File: config.mk
export PLATFORM = sky130hd
export DESIGN_NAME = conv1_maxpool_flat
export DESIGN_NICKNAME = d
export VERILOG_FILES = /design/src/rtl/cnn_pkg.sv /design/src/rtl/conv1_maxpool_if.sv /design/src/rtl/pool_row_buffer.sv /design/src/rtl/conv1_maxpool.sv /design/src/flat_wrapper.sv
export SDC_FILE = /design/constraint.sdc
export NUM_CORES = 1
export LEC_CHECK = 0
export ABC_CLOCK_PERIOD_IN_PS = 4290
export CAP_MARGIN = 20
export CORE_MARGIN = 3
export CORE_UTILIZATION = 45
export DETAILED_ROUTE_END_ITERATION = 10
export GPL_TIMING_DRIVEN = 0
export PLACE_DENSITY = 0.73
export SLEW_MARGIN = 10
export SYNTH_ARGS = -nofsm -noshare
export SYNTH_HDL_FRONTEND = slang
export SYNTH_SLANG_ARGS = --single-unit
File: constraint.sdc
create_clock -name clk -period 4.29 [get_ports clk]
set_input_delay 1.287 -clock clk [delete_from_list [all_inputs] [get_ports clk]]
set_output_delay 1.287 -clock clk [all_outputs]
set_load 0.02 [all_outputs]
File: src/rtl/cnn_pkg.sv
// Shared CNN constants: first-layer geometry, data widths and the
// ReLU + shift + unsigned-saturate requantiser used between layers.
package cnn_pkg;

  localparam int unsigned IMG_W         = 28;
  localparam int unsigned FILTER_SIZE   = 7;
  localparam int unsigned CONV1_W       = IMG_W - FILTER_SIZE + 1;
  localparam int unsigned CONV1_H       = CONV1_W;
  localparam int unsigned DATA_BITS     = 8;
  localparam int unsigned CONV_ACC_BITS = 23;
  localparam int unsigned REQ_SHIFT     = 8;

  // Negative -> 0; otherwise x >> shift clipped to the unsigned pixel range.
  function automatic logic [DATA_BITS-1:0] requant_sat(
    input logic signed [CONV_ACC_BITS-1:0] x,
    input int unsigned                     shift
  );
    logic [CONV_ACC_BITS-1:0] mag;
    mag = '0;
    if (x[CONV_ACC_BITS-1]) return '0;
    mag = $unsigned(x) >> shift;
    if (|mag[CONV_ACC_BITS-1:DATA_BITS]) return '1;
    return mag[DATA_BITS-1:0];
  endfunction

endpackage

File: src/rtl/conv1_maxpool_if.sv
// Stream signals between the conv calculator, the max-pool stage and the
// next layer's line buffer. slave = pool stage, master = its environment.
interface conv1_maxpool_if #(
  parameter int unsigned IN_BITS   = cnn_pkg::CONV_ACC_BITS,
  parameter int unsigned DATA_BITS = cnn_pkg::DATA_BITS
);
  logic signed [IN_BITS-1:0] conv_out_1;
  logic                      valid_out_calc;
  logic                      maxpool_ready;
  logic [DATA_BITS-1:0]      pool_out;
  logic                      valid_out_pool;
  logic                      pool_ready_in;
  logic                      frame_done;

  modport master (
    output conv_out_1, valid_out_calc, pool_ready_in,
    input  maxpool_ready, pool_out, valid_out_pool, frame_done
  );

  modport slave (
    input  conv_out_1, valid_out_calc, pool_ready_in,
    output maxpool_ready, pool_out, valid_out_pool, frame_done
  );
endinterface

File: src/rtl/pool_row_buffer.sv
// Holds the horizontal maxima of an even pooling row until the odd row
// reads them back. Written before read every frame, so it has no reset.
module pool_row_buffer #(
  parameter int unsigned DEPTH  = 11,
  parameter int unsigned WIDTH  = 8,
  parameter int unsigned ADDR_W = 4
) (
  input  logic              clk,
  input  logic              we,
  input  logic [ADDR_W-1:0] addr,
  input  logic [WIDTH-1:0]  wdata,
  output logic [WIDTH-1:0]  rdata
);
  logic [WIDTH-1:0] mem [DEPTH];

  always_ff @(posedge clk) begin
    if (we) mem[addr] <= wdata;
  end

  assign rdata = mem[addr];
endmodule

File: src/rtl/conv1_maxpool.sv
// ReLU/requantise the first conv layer's raster stream and 2x2 stride-2
// max-pool it into a held, backpressured pixel stream.
module conv1_maxpool #(
  parameter int unsigned CONV_WIDTH  = cnn_pkg::CONV1_W,
  parameter int unsigned CONV_HEIGHT = cnn_pkg::CONV1_H,
  parameter int unsigned IN_BITS     = cnn_pkg::CONV_ACC_BITS,
  parameter int unsigned DATA_BITS   = cnn_pkg::DATA_BITS,
  parameter int unsigned SHIFT       = cnn_pkg::REQ_SHIFT
) (
  input logic            clk,
  input logic            rst_n,
  conv1_maxpool_if.slave bus
);
  import cnn_pkg::*;

  localparam int unsigned COL_W  = $clog2(CONV_WIDTH);
  localparam int unsigned ROW_W  = $clog2(CONV_HEIGHT);
  localparam int unsigned POOL_W = CONV_WIDTH / 2;
  localparam int unsigned ADDR_W = (POOL_W > 1) ? $clog2(POOL_W) : 1;

  logic [COL_W-1:0]     col_q, col_d;
  logic [ROW_W-1:0]     row_q, row_d;
  logic [DATA_BITS-1:0] hmax_q, hmax_d;
  logic [DATA_BITS-1:0] pool_out_q, pool_out_d;
  logic                 valid_q, valid_d;
  logic                 done_q, done_d;

  logic                 ready_c, accept, pool_load, rb_we;
  logic                 col_last, row_last;
  logic [ADDR_W-1:0]    rb_addr;
  logic [DATA_BITS-1:0] r, p, q, rb_rdata;

  // Stall only while a pooled pixel is held and downstream refuses it.
  assign ready_c   = !(valid_q && !bus.pool_ready_in);
  assign accept    = bus.valid_out_calc && ready_c;
  assign col_last  = (col_q == COL_W'(CONV_WIDTH - 1));
  assign row_last  = (row_q == ROW_W'(CONV_HEIGHT - 1));

  assign r = DATA_BITS'(requant_sat(CONV_ACC_BITS'(bus.conv_out_1), SHIFT));
  assign p = (r > hmax_q) ? r : hmax_q;
  assign q = (rb_rdata > p) ? rb_rdata : p;

  // Odd columns close a horizontal pair; odd rows close the 2x2 window.
  assign rb_addr   = ADDR_W'(col_q >> 1);
  assign rb_we     = accept && col_q[0] && !row_q[0];
  assign pool_load = accept && col_q[0] && row_q[0];

  pool_row_buffer #(
    .DEPTH  (POOL_W),
    .WIDTH  (DATA_BITS),
    .ADDR_W (ADDR_W)
  ) u_row_buffer (
    .clk   (clk),
    .we    (rb_we),
    .addr  (rb_addr),
    .wdata (p),
    .rdata (rb_rdata)
  );

  always_comb begin
    col_d      = col_q;
    row_d      = row_q;
    hmax_d     = hmax_q;
    pool_out_d = pool_out_q;
    valid_d    = valid_q;
    done_d     = 1'b0;

    if (accept) begin
      if (!col_q[0]) hmax_d = r;
      if (col_last) begin
        col_d = '0;
        if (row_last) begin
          row_d  = '0;
          done_d = 1'b1;
        end else begin
          row_d = row_q + 1'b1;
        end
      end else begin
        col_d = col_q + 1'b1;
      end
    end

    // A fresh load wins over a same-cycle drain.
    if (pool_load) begin
      pool_out_d = q;
      valid_d    = 1'b1;
    end else if (bus.pool_ready_in) begin
      valid_d = 1'b0;
    end
  end

  always_ff @(posedge clk or negedge rst_n) begin
    if (!rst_n) begin
      col_q      <= '0;
      row_q      <= '0;
      hmax_q     <= '0;
      pool_out_q <= '0;
      valid_q    <= 1'b0;
      done_q     <= 1'b0;
    end else begin
      col_q      <= col_d;
      row_q      <= row_d;
      hmax_q     <= hmax_d;
      pool_out_q <= pool_out_d;
      valid_q    <= valid_d;
      done_q     <= done_d;
    end
  end

  assign bus.maxpool_ready  = ready_c;
  assign bus.pool_out       = pool_out_q;
  assign bus.valid_out_pool = valid_q;
  assign bus.frame_done     = done_q;
endmodule

File: src/flat_wrapper.sv
// flat-port wrapper written by rule: the top's interface ports become plain ports
module conv1_maxpool_flat import cnn_pkg::*;
#(
  parameter int unsigned CONV_WIDTH  = cnn_pkg::CONV1_W,
  parameter int unsigned CONV_HEIGHT = cnn_pkg::CONV1_H,
  parameter int unsigned IN_BITS     = cnn_pkg::CONV_ACC_BITS,
  parameter int unsigned DATA_BITS   = cnn_pkg::DATA_BITS,
  parameter int unsigned SHIFT       = cnn_pkg::REQ_SHIFT
)
  (clk, rst_n, bus_conv_out_1, bus_valid_out_calc, bus_pool_ready_in, bus_maxpool_ready, bus_pool_out, bus_valid_out_pool, bus_frame_done);
  conv1_maxpool_if #(.IN_BITS(IN_BITS), .DATA_BITS(DATA_BITS)) bus_i ();
  input logic clk;
  input logic rst_n;
  input wire logic [$bits(bus_i.conv_out_1)-1:0] bus_conv_out_1;
  input wire logic [$bits(bus_i.valid_out_calc)-1:0] bus_valid_out_calc;
  input wire logic [$bits(bus_i.pool_ready_in)-1:0] bus_pool_ready_in;
  output wire logic [$bits(bus_i.maxpool_ready)-1:0] bus_maxpool_ready;
  output wire logic [$bits(bus_i.pool_out)-1:0] bus_pool_out;
  output wire logic [$bits(bus_i.valid_out_pool)-1:0] bus_valid_out_pool;
  output wire logic [$bits(bus_i.frame_done)-1:0] bus_frame_done;
  assign bus_i.conv_out_1 = bus_conv_out_1;
  assign bus_i.valid_out_calc = bus_valid_out_calc;
  assign bus_i.pool_ready_in = bus_pool_ready_in;
  assign bus_maxpool_ready = bus_i.maxpool_ready;
  assign bus_pool_out = bus_i.pool_out;
  assign bus_valid_out_pool = bus_i.valid_out_pool;
  assign bus_frame_done = bus_i.frame_done;
  conv1_maxpool #(.CONV_WIDTH(CONV_WIDTH), .CONV_HEIGHT(CONV_HEIGHT), .IN_BITS(IN_BITS), .DATA_BITS(DATA_BITS), .SHIFT(SHIFT)) u_core (.clk(clk), .rst_n(rst_n), .bus(bus_i));
endmodule
==> flow_summary.toml <==
[run_status]
status = "finished with violations"
violations = "negative setup slack"

[worst_setup_path]
crit_chain = "buf_6 -> or4_4 -> nor4_4 -> buf_6 -> a21oi_1 -> ha_1 -> a21oi_2 -> a21oi_2 -> o22ai_4 -> buf_6 -> mux2i_4 -> ha_4 -> a211oi_2 -> nor2_2 -> nor4bb_4 -> buf_4 -> o21ai_4 -> o211ai_1"
cp-start-kind = "input port"
worstPathRequired_ps = 4610
reg2reg_from = "u_core.col_q[3]$_DFFE_PN0P_"
cp.arrival_ps = 5030
cp-end-kind = "flop"
startpoint = "bus_conv_out_1[18]"
path_delay_family = "compound AO/OA/AOI/OAI gates"
crit_slowest_cell = "or4_4"
path_buf_inv = 4
crit_type = "in -> reg"
slowest_delay_ps = 540
path_common_cell = "buf_6"
worstPathMaxFanout = 8

[power_and_ir_drop]
peakVddDrop_v = 0.000604
cellPowerDensity_nw_per_um2 = 749
power_mw = 5.00
power.leakage_nw = 2.50

[drt]
wl_per_cell_um = 18.2
drt-total-wl_um = 11000
final_antenna_net_count = 0
routed_via_density = 5.52
drc_errors = 0
drtPass1Iterations = 4
dr_total_vias = 3342
first_iter_violations = 196

[synthesis]
async_flop_share = 0.241
yosysWarnings = 0
synth_edf_count = 88
synth_cells = 389
netlist.area_leader.share = 0.500
synth_area_leaders = "edfxtp_1, dfrtp_1, mux4_2, mux2i_1, ha_1"
synth_area_um2 = 5290
synth_top_area_cell = "edfxtp_1"
synth_seq_cells = 116
yosys.cell_count.top_type = "edfxtp_1"
yosysSeqAreaShare = 0.633
synth.avg_cell_area_um2 = 13.6
synth_nets = 436
synthFlopType = "edfxtp_1"
synth_cell_types = 37
synth_top_cells_by_count = "edfxtp_1, nand2_1, o21ai_0"

[run]
cap_viol_max_count = 0

[die]
pin_count = 38
core-area_um2 = 11200
rows = 38
die_area_um2 = 13100
dieHeight_um = 114
start_util = 0.473
die_width_um = 114

[min_path]
hp-class = "reg -> reg"
worstHoldStart = "u_core.bus.pool_out[7]$_DFFE_PN0P_"

[timing]
rsz0062_at_grt = "true"
fin_crit_sh = 1.10
fmax_ghz = 0.212
tightest_slew_ps = 895
hold_slack_ps = 518
period_needed_ps = 4710
slew_headroom = 0.401
hold_viol_final = 0
worst_slack_ps = -417
maxSlewViolCount = 0
setup_viol = 8
clock-skew-final_ps = 9.26

[global_routing]
overflow = 0
grt_max_degree = 29
grt_use_total = 0.181
grt_pass1_wl_um = 17900
grt_pass1_vias = 3432
antenna_found_initial = 0

[clocking]
cts_inserted_buffers = 17
cts_buffer_depth = 2
cts_tree = "yes"
htree_num_levels = 4
path_clk_slew_ps = 60
cts.sinks = 116
insertion_delay_ps = 410
cts-root-buf = "clkbuf_16"

[cells_and_area]
num_antenna_cells = 0
layout-drive-gt1-share = 0.232
fin_util = 0.597
nets = 499
syn2layout_area_growth_pct = 26.3
multiInputGateArea_um2 = 2010
regArea_um2 = 3340
n_fill_cell = 829

[placement]
hpwl_um = 7220
io_buffers = 28
gp_congestion = 0.811
sequential cells by signal, indices dropped and copies added, names as in the netlist:
register and count:
u_core.bus.frame_done 1, u_core.bus.valid_out_pool 1, u_core.row_q 5, u_core.u_row_buffer.mem 88, u_core.col_q 5, u_core.hmax_q 8
u_core.bus.pool_out 8
stage by stage:
stage          cell area (um2)  setup WS (ps)  std cells  setup TNS (ps)
6_report                  6670           -417        605           -3180
5_1_grt                   6670           -563        605           -4200
3_5_place_dp              5800          -1440        560          -57210
4_1_cts                   6580           -448        601           -3390
3_3_place_gp              5790          -1380        557          -50760
2_1_floorplan             5340           -536        389           -4280
where the power goes:
part,switching [mW],leakage [nW],internal (mW)
combinational,1.16,1.07,0.886
clock,0.582,0.279,0.774
sequential,0.0930,1.14,1.51
repair_timing:
| item | CTS | global route |
|---|---|---|
| pin swaps | 20 | 12 |
| gates resized for setup | 38 | 10 |
| setup buffers | 9 | 4 |
| endpoints found under the hold margin | 0 | 0 |
| endpoints found under the setup margin | 85 | 8 |
| hold buffers | 0 | 0 |
final timing paths:
kind                                                            to  slack (ps)  cells after the start
worst max-delay path            u_core.bus.pool_out[5]$_DFFE_PN0P_        -420                     18
worst min-delay path            u_core.bus.pool_out[7]$_DFFE_PN0P_         520                      2
worst max register to register  u_core.bus.pool_out[5]$_DFFE_PN0P_        1020                     11
worst min register to register  u_core.bus.pool_out[7]$_DFFE_PN0P_         520                      2
max in group asynchronous       u_core.bus.pool_out[4]$_DFFE_PN0P_        3000                      1
min in group asynchronous              u_core.row_q[4]$_DFFE_PN0P_         880                      1
cells in the final DEF (no fill, tap or decap), types with 3 or more instances in the layout:
cell             netlist  final
a21oi_1               15      7
o211ai_1              12     12
edfxtp_1              88     88
buf_6                  0      5
and3_1                 3      3
buf_1                  3      3
mux2i_2                0      4
clkdlybuf4s50_1        0     23
ha_1                  20     15
buf_2                  5     11
buf_4                  2     11
dfrtp_1               28     28
nor3_1                 5      5
mux2i_4                0      3
clkbuf_16              0     17
nor2b_1                3      3
nand2_1               44     44
ha_4                   0      5
a21oi_2                0      4
inv_1                 26     25
nor2_1                16     14
nand4_1                3      3
nand3_1               12     12
nand2b_1               3      3
inv_8                  0      6
mux4_2                16     16
mux2i_1               26     19
inv_6                  0      4
o21ai_0               31     29
clkbuf_1               7      7
a21oi_4                0      4
layer usage:
metal	share of wire	track usage	up-vias
li1	-	-	1586
met1	0.43	0.238	1646
met2	0.51	0.293	92
met3	0.049	0.0465	18
met4	0.017	0.0657	0
met5	0	0	-
area by class of cell:
class / instances / share of cell area
sequential: 116 / 0.501
multi-input combinational: 230 / 0.301
clock buffer: 17 / 0.0638
timing repair buffer: 44 / 0.0591
tap: 140 / 0.0263
clock inverter: 15 / 0.0227
inverter: 26 / 0.0146
buffer: 17 / 0.0116
logic make-up (layout without fill, tap and decap cells):
logic type	count (synthesis)	after routing	share of synthesized area
muxes	44	44	0.122
AOI/OAI and AO/OA	66	66	0.0727
buffers and inverters	43	119	0.0331
adders and majority gates	20	20	0.0473
and+or+nand+nor	100	100	0.0926
DFF	116	116	0.633
worst min-delay path, delay by kind of cell (launching register included):
family | cells | cell delay [ps]
AO/OA/AOI/OAI | 1 | 80
flip-flops | 1 | 340
AND/OR/NAND/NOR | 1 | 60
Power figures use the tool's default switching activity.
